===== src/rtl/sisc_prog_sequencer_pkg.sv =====
// Shared types and constants for the SISC program sequencer: FSM encoding,
// the halt opcode and the NOP instruction word.
package sisc_prog_sequencer_pkg;

  typedef enum logic [2:0] {
    ST_IDLE    = 3'd0,
    ST_ISSUE   = 3'd1,
    ST_DRAIN   = 3'd2,
    ST_CHK_REQ = 3'd3,
    ST_CHK_CMP = 3'd4,
    ST_DONE    = 3'd5
  } seq_state_t;

  localparam logic [3:0]  OP_HALT  = 4'hF;
  localparam logic [31:0] NOP_WORD = 32'h0000_0000;

  function automatic logic is_halt(input logic [3:0] opcode);
    return opcode == OP_HALT;
  endfunction

endpackage


===== src/rtl/sisc_prog_sequencer_seq_ram.sv =====
// Single-write, single-read storage array with combinational read.
// Contents are deliberately not reset.
module sisc_prog_sequencer_seq_ram #(
  parameter  int WIDTH = 32,
  parameter  int DEPTH = 16,
  localparam int AW    = $clog2(DEPTH)
) (
  input  logic             clk,
  input  logic             i_we,
  input  logic [AW-1:0]    i_waddr,
  input  logic [WIDTH-1:0] i_wdata,
  input  logic [AW-1:0]    i_raddr,
  output logic [WIDTH-1:0] o_rdata
);

  logic [WIDTH-1:0] r_mem [DEPTH];

  always_ff @(posedge clk) begin
    if (i_we) r_mem[i_waddr] <= i_wdata;
  end

  assign o_rdata = r_mem[i_raddr];

endmodule


===== src/rtl/sisc_prog_sequencer.sv =====
// Issues a stored program to the SISC core at a fixed gap, then reads back
// selected registers through the debug port and checks them against a table.
module sisc_prog_sequencer
  import sisc_prog_sequencer_pkg::*;
#(
  parameter  int DATA_W     = 32,
  parameter  int PROG_DEPTH = 16,
  parameter  int CHK_DEPTH  = 8,
  parameter  int ISSUE_GAP  = 5,
  parameter  int REG_AW     = 4,
  localparam int PA_W       = $clog2(PROG_DEPTH),
  localparam int CA_W       = $clog2(CHK_DEPTH)
) (
  input  logic              clk,
  input  logic              rst_f,
  input  logic              prog_we,
  input  logic [PA_W-1:0]   prog_addr,
  input  logic [DATA_W-1:0] prog_data,
  input  logic [PA_W:0]     prog_len,
  input  logic              exp_we,
  input  logic [CA_W-1:0]   exp_addr,
  input  logic [REG_AW-1:0] exp_reg,
  input  logic [DATA_W-1:0] exp_val,
  input  logic [CA_W:0]     chk_len,
  input  logic              start,
  output logic [DATA_W-1:0] ir,
  output logic              ir_valid,
  output logic [REG_AW-1:0] rf_sel,
  input  logic [DATA_W-1:0] rf_data,
  output logic              busy,
  output logic              done,
  output logic              pass,
  output logic [CA_W:0]     fail_cnt,
  output logic [CA_W-1:0]   fail_idx
);

  localparam int GAP_W = (ISSUE_GAP > 1) ? $clog2(ISSUE_GAP) : 1;
  localparam logic [PA_W:0]  PROG_MAX = (PA_W+1)'(PROG_DEPTH);
  localparam logic [CA_W:0]  CHK_MAX  = (CA_W+1)'(CHK_DEPTH);
  localparam logic [GAP_W-1:0] GAP_LAST = GAP_W'(ISSUE_GAP - 1);

  seq_state_t r_state, w_state_next;

  logic [PA_W-1:0]   r_pc;
  logic [CA_W-1:0]   r_ci;
  logic [PA_W:0]     r_plen;
  logic [CA_W:0]     r_clen;
  logic [GAP_W-1:0]  r_gap;
  logic [DATA_W-1:0] r_ir;
  logic              r_ir_valid;
  logic [CA_W:0]     r_fail_cnt;
  logic [CA_W-1:0]   r_fail_idx;

  logic                     w_idle_or_done;
  logic                     w_start_ok;
  logic [PA_W:0]            w_plen_in;
  logic [CA_W:0]            w_clen_in;
  logic                     w_gap_end;
  logic                     w_last_word;
  logic                     w_halt;
  logic                     w_last_chk;
  logic                     w_mismatch;
  logic [PA_W-1:0]          w_prog_raddr;
  logic [DATA_W-1:0]        w_prog_rdata;
  logic [REG_AW+DATA_W-1:0] w_exp_rdata;
  logic [REG_AW-1:0]        w_exp_reg;
  logic [DATA_W-1:0]        w_exp_val;

  assign w_idle_or_done = (r_state == ST_IDLE) || (r_state == ST_DONE);
  assign w_start_ok     = start && w_idle_or_done;
  assign w_plen_in      = (prog_len > PROG_MAX) ? PROG_MAX : prog_len;
  assign w_clen_in      = (chk_len > CHK_MAX) ? CHK_MAX : chk_len;
  assign w_gap_end      = (r_gap == GAP_LAST);
  assign w_last_word    = (({1'b0, r_pc} + (PA_W+1)'(1)) == r_plen);
  assign w_halt         = is_halt(r_ir[DATA_W-1 -: 4]);
  assign w_last_chk     = (({1'b0, r_ci} + (CA_W+1)'(1)) == r_clen);
  assign w_exp_reg      = w_exp_rdata[REG_AW+DATA_W-1 -: REG_AW];
  assign w_exp_val      = w_exp_rdata[DATA_W-1:0];
  assign w_mismatch     = (rf_data != w_exp_val);

  // The next word is fetched one cycle before it is presented so that a write
  // landing on the start edge cannot leak into the issued stream.
  assign w_prog_raddr = (r_state == ST_ISSUE) ? (r_pc + PA_W'(1)) : '0;

  sisc_prog_sequencer_seq_ram #(
    .WIDTH (DATA_W),
    .DEPTH (PROG_DEPTH)
  ) u_prog_ram (
    .clk     (clk),
    .i_we    (prog_we && w_idle_or_done),
    .i_waddr (prog_addr),
    .i_wdata (prog_data),
    .i_raddr (w_prog_raddr),
    .o_rdata (w_prog_rdata)
  );

  sisc_prog_sequencer_seq_ram #(
    .WIDTH (REG_AW + DATA_W),
    .DEPTH (CHK_DEPTH)
  ) u_exp_ram (
    .clk     (clk),
    .i_we    (exp_we && w_idle_or_done),
    .i_waddr (exp_addr),
    .i_wdata ({exp_reg, exp_val}),
    .i_raddr (r_ci),
    .o_rdata (w_exp_rdata)
  );

  always_ff @(posedge clk or negedge rst_f) begin
    if (!rst_f) r_state <= ST_IDLE;
    else        r_state <= w_state_next;
  end

  always_comb begin
    w_state_next = r_state;
    case (r_state)
      ST_IDLE, ST_DONE: begin
        if (start) w_state_next = (w_plen_in == '0) ? ST_CHK_REQ : ST_ISSUE;
      end
      ST_ISSUE: begin
        if (w_gap_end && (w_last_word || w_halt)) w_state_next = ST_DRAIN;
      end
      ST_DRAIN: begin
        if (w_gap_end) w_state_next = (r_clen == '0) ? ST_DONE : ST_CHK_REQ;
      end
      ST_CHK_REQ: w_state_next = (r_clen == '0) ? ST_DONE : ST_CHK_CMP;
      ST_CHK_CMP: w_state_next = w_last_chk ? ST_DONE : ST_CHK_REQ;
      default:    w_state_next = ST_IDLE;
    endcase
  end

  always_ff @(posedge clk or negedge rst_f) begin
    if (!rst_f) begin
      r_pc       <= '0;
      r_ci       <= '0;
      r_plen     <= '0;
      r_clen     <= '0;
      r_gap      <= '0;
      r_ir       <= '0;
      r_ir_valid <= 1'b0;
      r_fail_cnt <= '0;
      r_fail_idx <= '0;
    end else begin
      r_ir_valid <= 1'b0;
      if (w_start_ok) begin
        r_plen     <= w_plen_in;
        r_clen     <= w_clen_in;
        r_pc       <= '0;
        r_ci       <= '0;
        r_gap      <= '0;
        r_fail_cnt <= '0;
        r_fail_idx <= '0;
        r_ir       <= (w_plen_in != '0) ? w_prog_rdata : DATA_W'(NOP_WORD);
        r_ir_valid <= (w_plen_in != '0);
      end else begin
        case (r_state)
          ST_ISSUE: begin
            if (w_gap_end) begin
              r_gap <= '0;
              if (w_last_word || w_halt) begin
                r_ir <= DATA_W'(NOP_WORD);
              end else begin
                r_pc       <= r_pc + PA_W'(1);
                r_ir       <= w_prog_rdata;
                r_ir_valid <= 1'b1;
              end
            end else begin
              r_gap <= r_gap + GAP_W'(1);
            end
          end
          ST_DRAIN: begin
            r_gap <= w_gap_end ? '0 : (r_gap + GAP_W'(1));
          end
          ST_CHK_CMP: begin
            if (w_mismatch) begin
              if (r_fail_cnt == '0) r_fail_idx <= r_ci;
              if (r_fail_cnt != CHK_MAX) r_fail_cnt <= r_fail_cnt + (CA_W+1)'(1);
            end
            // ci stops on the last entry rather than wrapping.
            if (!w_last_chk) r_ci <= r_ci + CA_W'(1);
          end
          default: ;
        endcase
      end
    end
  end

  assign ir       = r_ir;
  assign ir_valid = r_ir_valid;
  assign rf_sel   = ((r_state == ST_CHK_REQ) || (r_state == ST_CHK_CMP)) ? w_exp_reg : '0;
  assign busy     = !w_idle_or_done;
  assign done     = (r_state == ST_DONE);
  assign pass     = done && (r_fail_cnt == '0);
  assign fail_cnt = r_fail_cnt;
  assign fail_idx = r_fail_idx;

endmodule


===== config.mk =====
export PLATFORM = sky130hd
export DESIGN_NAME = sisc_prog_sequencer
export DESIGN_NICKNAME = d
export VERILOG_FILES = /design/src/rtl/sisc_prog_sequencer_pkg.sv /design/src/rtl/sisc_prog_sequencer_seq_ram.sv /design/src/rtl/sisc_prog_sequencer.sv
export SDC_FILE = /design/constraint.sdc
export NUM_CORES = 1
export LEC_CHECK = 0
export ABC_AREA = 1
export CAP_MARGIN = 20
export CORE_UTILIZATION = 55
export CTS_CLUSTER_SIZE = 30
export DETAILED_ROUTE_END_ITERATION = 16
export GPL_ROUTABILITY_DRIVEN = 0
export PLACE_DENSITY = 0.73
export SYNTH_ARGS = -nofsm -noshare
export SYNTH_HDL_FRONTEND = slang
export SYNTH_HIERARCHICAL = 1
export SYNTH_SLANG_ARGS = --single-unit

===== constraint.sdc =====
create_clock -name clk -period 5.5 [get_ports clk]
set_clock_uncertainty 0.1 [all_clocks]
set_input_delay 0.55 -clock clk [delete_from_list [all_inputs] [get_ports clk]]
set_output_delay 0.55 -clock clk [all_outputs]
set_load 0.005 [all_outputs]

======== Word-level counts from Yosys, hierarchy flattened ========
Memory sizes are Yosys's and may differ from the RTL's.
Cells that the tools add are included.
word-level totals
  register bits after elaboration ......... 62
  RAM bits ................................ 800
  bits of input ports ..................... 121
  output and inout port bits .............. 47
  word-level logic and storage cells ...... 108
  memories kept ........................... 2
memories
  name              words  width  rd ports  clocked after memory_dff  write ports  RTL line                           text
  u_prog_ram.r_mem  16     32     1         0                         1            sisc_prog_sequencer_seq_ram.sv:16  logic [WIDTH-1:0] r_mem [DEPTH];
  u_exp_ram.r_mem   8      36     1         0                         1            sisc_prog_sequencer_seq_ram.sv:16
cells by class
  add/subtract/negate cells ............... 6
  order comparisons ....................... 2
  equality and inequality tests ........... 16
  muxes and demuxes ....................... 43
  reduce and logical (&&, ||, !) cells .... 29
operators by type and width
  kind                 count
  $mux 32              5
  $mux 3               15
  $mux 4               11
  $ne 32x32->1         1
  $pmux 3 s5           1
  $reduce_bool 2->1    7
  $reduce_and 3->1     4
  $eq 3x3->1 const B   3
  $mux 1               9
  $add 4x1->4 const B  2
  $logic_not 4->1      2
  $ne 2x2->1 const B   4
  $add 3x1->3 const B  2
  $eq 3x2->1 const B   2
  $add 4x1->5 const B  1
  $eq 5x5->1           1
  $gt 5x5->1 const B   1
  $logic_and 1x1->1    5
  $logic_not 5->1      1
  $mux 5               1
  $reduce_bool 5->1    1
  $add 3x1->4 const B  1
  $eq 4x4->1           1
  $eq 4x4->1 const B   1
  other kinds (10)     14

======== Depth between registers and ports, before layout ========
  depth in word-level cells ............... 7
  depth in mapped cells ................... 19
  depth with buffers taken out ............ 16

======== By module ========
Netlist, hierarchy kept.
modules (own cells, without submodules)
  module                                     instances  cells each  area an instance (um2)  seq. area each (um2)
  sisc_prog_sequencer_seq_ram at u_prog_ram  1          2088        22089.9                 15374.7
  sisc_prog_sequencer_seq_ram at u_exp_ram   1          1261        12560.8                 8648.3
  sisc_prog_sequencer                        1          565         3852.4                  1551.5

======== Least setup slack after synthesis ========
OpenSTA, ideal clock, no wires.
  kind .................................... register -> register
  from .................................... register r_state[1]
  to ...................................... memory u_exp_ram/r_mem[1][0] in the netlist's numbering (enable)
  library setup time ...................... 0.429 ns
  data arrival time ....................... 2.545 ns
  data required time ...................... 4.971 ns
  slack ................................... 2.426 ns
  stages on the path, launching flop included .. 8
  buffers on the path ..................... 0
  period minus slack after synthesis ...... 3.074 ns
  path through ............................ dfrtp_1 inv_1 nand3_1 nand2_2 inv_1 nor2_1 nand2_1 nor2_1
on the way
  word-level cells in the longest chain between the ends .. 5
  elaborated cells on any way between the ends .. 6
  those cells by class .................... eq/ne: 1; mux: 2; reduce/logical: 3
RTL lines
  item                                                  RTL line                           text
  start: declaration                                    sisc_prog_sequencer.sv:42          seq_state_t r_state, w_state_next;
  start signal: assignment                              sisc_prog_sequencer.sv:111         else r_state <= w_state_next;
  $eq 3x3->1 / $logic_not 3->1 (equally long branches)  sisc_prog_sequencer.sv:69          assign w_idle_or_done = (r_state == ST_IDLE) || (r_state == ST_DONE);
  $logic_or 1x1->1 (*)                                  sisc_prog_sequencer.sv:69
  $logic_and 1x1->1 (*)                                 sisc_prog_sequencer.sv:102         .i_we (exp_we && w_idle_or_done),
  $mux 1 (*)                                            sisc_prog_sequencer_seq_ram.sv:19  if (i_we) r_mem[i_waddr] <= i_wdata;
  $mux 1 (implied by the code) (*)                      sisc_prog_sequencer_seq_ram.sv:19
  end: declaration                                      sisc_prog_sequencer_seq_ram.sv:16
Mark *: on every way between the ends. The rest lies on a longest branch, timed or not.

======== Worst setup path after layout ========
  from .................................... register r_ci[0]
  to ...................................... output port rf_sel[0]
on the way
  word-level cells in the longest chain between the ends .. 2
RTL lines
  item                       RTL line                    text
  start: declaration         sisc_prog_sequencer.sv:45   logic [CA_W-1:0] r_ci;
  start signal: assignment   sisc_prog_sequencer.sv:180  if (!w_last_chk) r_ci <= r_ci + CA_W'(1);
  $mem_v2 8x36               n/a
  named net w_exp_rdata[32]  sisc_prog_sequencer.sv:65   logic [REG_AW+DATA_W-1:0] w_exp_rdata;
  $mux 4                     sisc_prog_sequencer.sv:190  assign rf_sel = ((r_state == ST_CHK_REQ) || (r_state == ST_CHK_CMP)) ? w_exp_reg : '0;
  end: declaration           sisc_prog_sequencer.sv:28   output logic [REG_AW-1:0] rf_sel,
The timed path passes the listed nets, and every way through them passes these cells.

==> results_dict.tcl <==
set metrics [dict create \
    cp_max_fo 82 \
    syn_area_sq_mm 0.0385 \
    placedCellCount 4889 \
    dp_hpwl_mm 48.6 \
    finalPower_mw 13.5 \
    clk_latency_ns 0.65 \
    finalSetupViolCount 0 \
    totalWireLength_mm 91.1 \
    drive_above_1_share_pct 6.50 \
    hold_class "in2reg" \
    crit_arrival_ns 3.60 \
    combPwrFrac_pct 2.7 \
    drc 0 \
    synth_top_cell_by_area "edfxtp_1" \
    leakage_nw 19.4 \
    drt_pass1_iterations 6 \
    routedWlPerCell_microns 18.0 \
    finalSetupTns_ns 0 \
    post_dp_cell_area_sq_mm 0.0409 \
    final_cells 5060 \
    grt_start_max_net_pins 109 \
    slew_headroom_pct 24.4 \
    crit_path_start_kind "register" \
    synth_top_area_share_pct 62.4 \
    reg2reg_depth 17 \
    antenna_found_initial 8 \
    drt-initial-drc-count 2891 \
    die-area_sq_mm 0.0711 \
    htreeDepth 3 \
    p_sw_share_pct 20.3 \
    avgSynthCellArea_sq_um 9.84 \
    synth_nets 4041 \
    areaGrowthSynthToFinish_pct 13.8 \
    drv_cap 0 \
    synth-edff-count 800 \
    cts_tree "done" \
    power_frac_clock_pct 43.7 \
    synth_cell_types 35 \
    p_int_mw 10.8 \
    initial_core_util_pct 55.8 \
    crit_type "reg2out" \
    ys_ff_latch 862 \
    power_density_mw_per_mm2 308 \
    routed_via_density 5.23 \
    status "finished clean" \
    cts_hold_buf 1 \
    rsz0062_at_grt "false" \
    cp.required_ns 4.85 \
    fp.dieH_microns 267 \
    postCtsResizedCells 0 \
    cts.clk_slew.worst_paths_ns 0.06 \
    pin_count 168 \
    track_usage_pct 25.9 \
    die_w_microns 267 \
    async_flop_share_pct 7.19 \
    grt_pass1_vias 24800 \
    final_cell_area_sq_mm 0.0438 \
    ctsRootBufferMaster "clkbuf_16" \
    p_switching_mw 2.74 \
    grt.overflow.total 0 \
    cts_setup_buffers 0 \
    nets 4179 \
    num_rows 96 \
    yosysWarnings 6 \
    drv_slew 0 \
    via_count 26500 \
    utilization_pct 63.6 \
    numCtsBuffers 89 \
    worst_setup_path_end_kind "primary output" \
    synth.area.top_cells "edfxtp_1 62%, nand2_1 13%, inv_1 7.5%" \
    max_freq_mhz 236 \
    timing.final.hold_violations 0 \
    fin_crit_sh_pct 77.2 \
    io_buffers 167 \
    seqPwrFrac_pct 53.5 \
    drtAntennaViolNets 0 \
    synthMostInstantiatedCell "nand2_1" \
    worstMarginPinSlew_ns 1.13 \
    layout_min_cycle_time_ns 4.25 \
    core_area_sq_mm 0.0689 \
    synthCells 3914 \
    ys_seq_area_share_pct 66.4 \
    holdPathStages 3 \
    ir_drop_uv 260 \
    cts_max_path_buffers 3 \
    cts.sinks 862 \
    synth_common_cells "1362 x nand2_1, 800 x edfxtp_1, 770 x inv_1, 557 x nand3_1, 89 x nor2_1" \
    synth_ff_type "edfxtp_1" \
    grt_pass1_wl_mm 141 \
]
==> final timing paths <==
kind,slack [ns],startpoint,to
hold reg to reg,0.39,ir[3],ir[3]
max in group asynchronous,4.06,rst_f,r_ci[0]
setup reg to reg,1.74,r_ci[0],fail_cnt[1]
min in group asynchronous,0.51,rst_f,r_clen[0]
setup / recovery,1.25,r_ci[0],rf_sel[0]
hold / removal,0.37,chk_len[1],r_clen[1]
==> metal layers <==
layer	wire (microns)	up-vias	GRT usage, %
li1	-	12600	-
met1	37900	12500	36.2
met2	43200	1124	41.8
met3	8100	157	3.91
met4	1800	8	8.20
met5	52	-	0
==> registers in the layout (all words and copies together) (netlist names), 3 cells and up <==
name              count
u_prog_ram/r_mem    512
ir                   32
r_plen                5
u_exp_ram/r_mem     288
r_state               3
fail_idx              3
r_gap                 3
fail_cnt              4
r_pc                  4
r_clen                4
r_ci                  3
==> logic make-up (layout without fill, tap and decap cells) <==
family,after synthesis,in the layout,share of synthesized area (%)
AND/OR/NAND/NOR,2069,2069,22.5
XOR/XNOR,8,8,0.182
buffers and inverters,945,1155,10.4
other,0,5,0
flip-flops,862,862,66.4
AO/OA/AOI/OAI,24,24,0.325
adder cells (fa/ha/maj),6,6,0.195
==> cell type report <==
cell class / count / area [sq um]
clock buffer: 115 / 2360
inverter: 779 / 2940
clock inverter: 48 / 505
fill: 5324 / 25100
multi-input combinational: 2107 / 9160
antenna: 5 / 12.5
tap: 931 / 1160
timing repair buffer: 213 / 2090
sequential: 862 / 25600
==> power by group through the flow <==
stage	Combinational, mW	Sequential [mW]	Clock [mW]
floorplan	0.110	7.35	0
global placement	0.364	7.36	0
detailed placement	0.371	7.36	0
CTS	0.373	7.22	5.97
global route	0.411	7.22	6.21
finish	0.369	7.22	5.90
==> worst max-delay path, stage by stage (launching register included) <==
cell and delay, ns:
dfrtp_4 0.96, inv_4 0.48, buf_12 0.35, nand2_1 0.09
nand3_1 0.06, nand2_1 0.11, nand2_1 0.05, nand2_1 0.09
inv_1 0.08, nor2_1 0.13, clkdlybuf4s50_1 0.51
==> per-stage QoR <==
step / worst slack, ns / hold slack [ns]
detailed placement: 1.83 / 0.364
global placement: 1.87 / 0.366
floorplan: 2.43 / 0.154
CTS: 1.17 / 0.342
global route: 0.997 / 0.378
finish: 1.25 / 0.367
==> placed cells by master, fill, tap and decap left out, types with 2 or more instances in the layout <==
cell,instances
nor2_2,4
nor2_1,62
buf_4,41
nand3_1,557
o21ai_0,14
a21oi_1,6
clkbuf_1,22
nand2_2,41
nand4_1,4
xor2_1,6
inv_6,4
buf_12,3
clkinvlp_4,5
xnor2_1,2
dfrtp_1,59
nand3b_1,2
diode_2,5
edfxtp_1,800
buf_16,2
clkinv_1,13
inv_4,3
clkinv_2,17
inv_2,5
clkdlybuf4s50_1,166
dfrtp_2,2
nor3_1,2
ha_1,6
bufinv_16,7
clkbuf_8,4
o22ai_1,2
nor2_4,28
clkinv_16,2
inv_1,768
nand2_1,1362
clkbuf_16,89
Note: power is estimated with default switching activity, not from simulation.
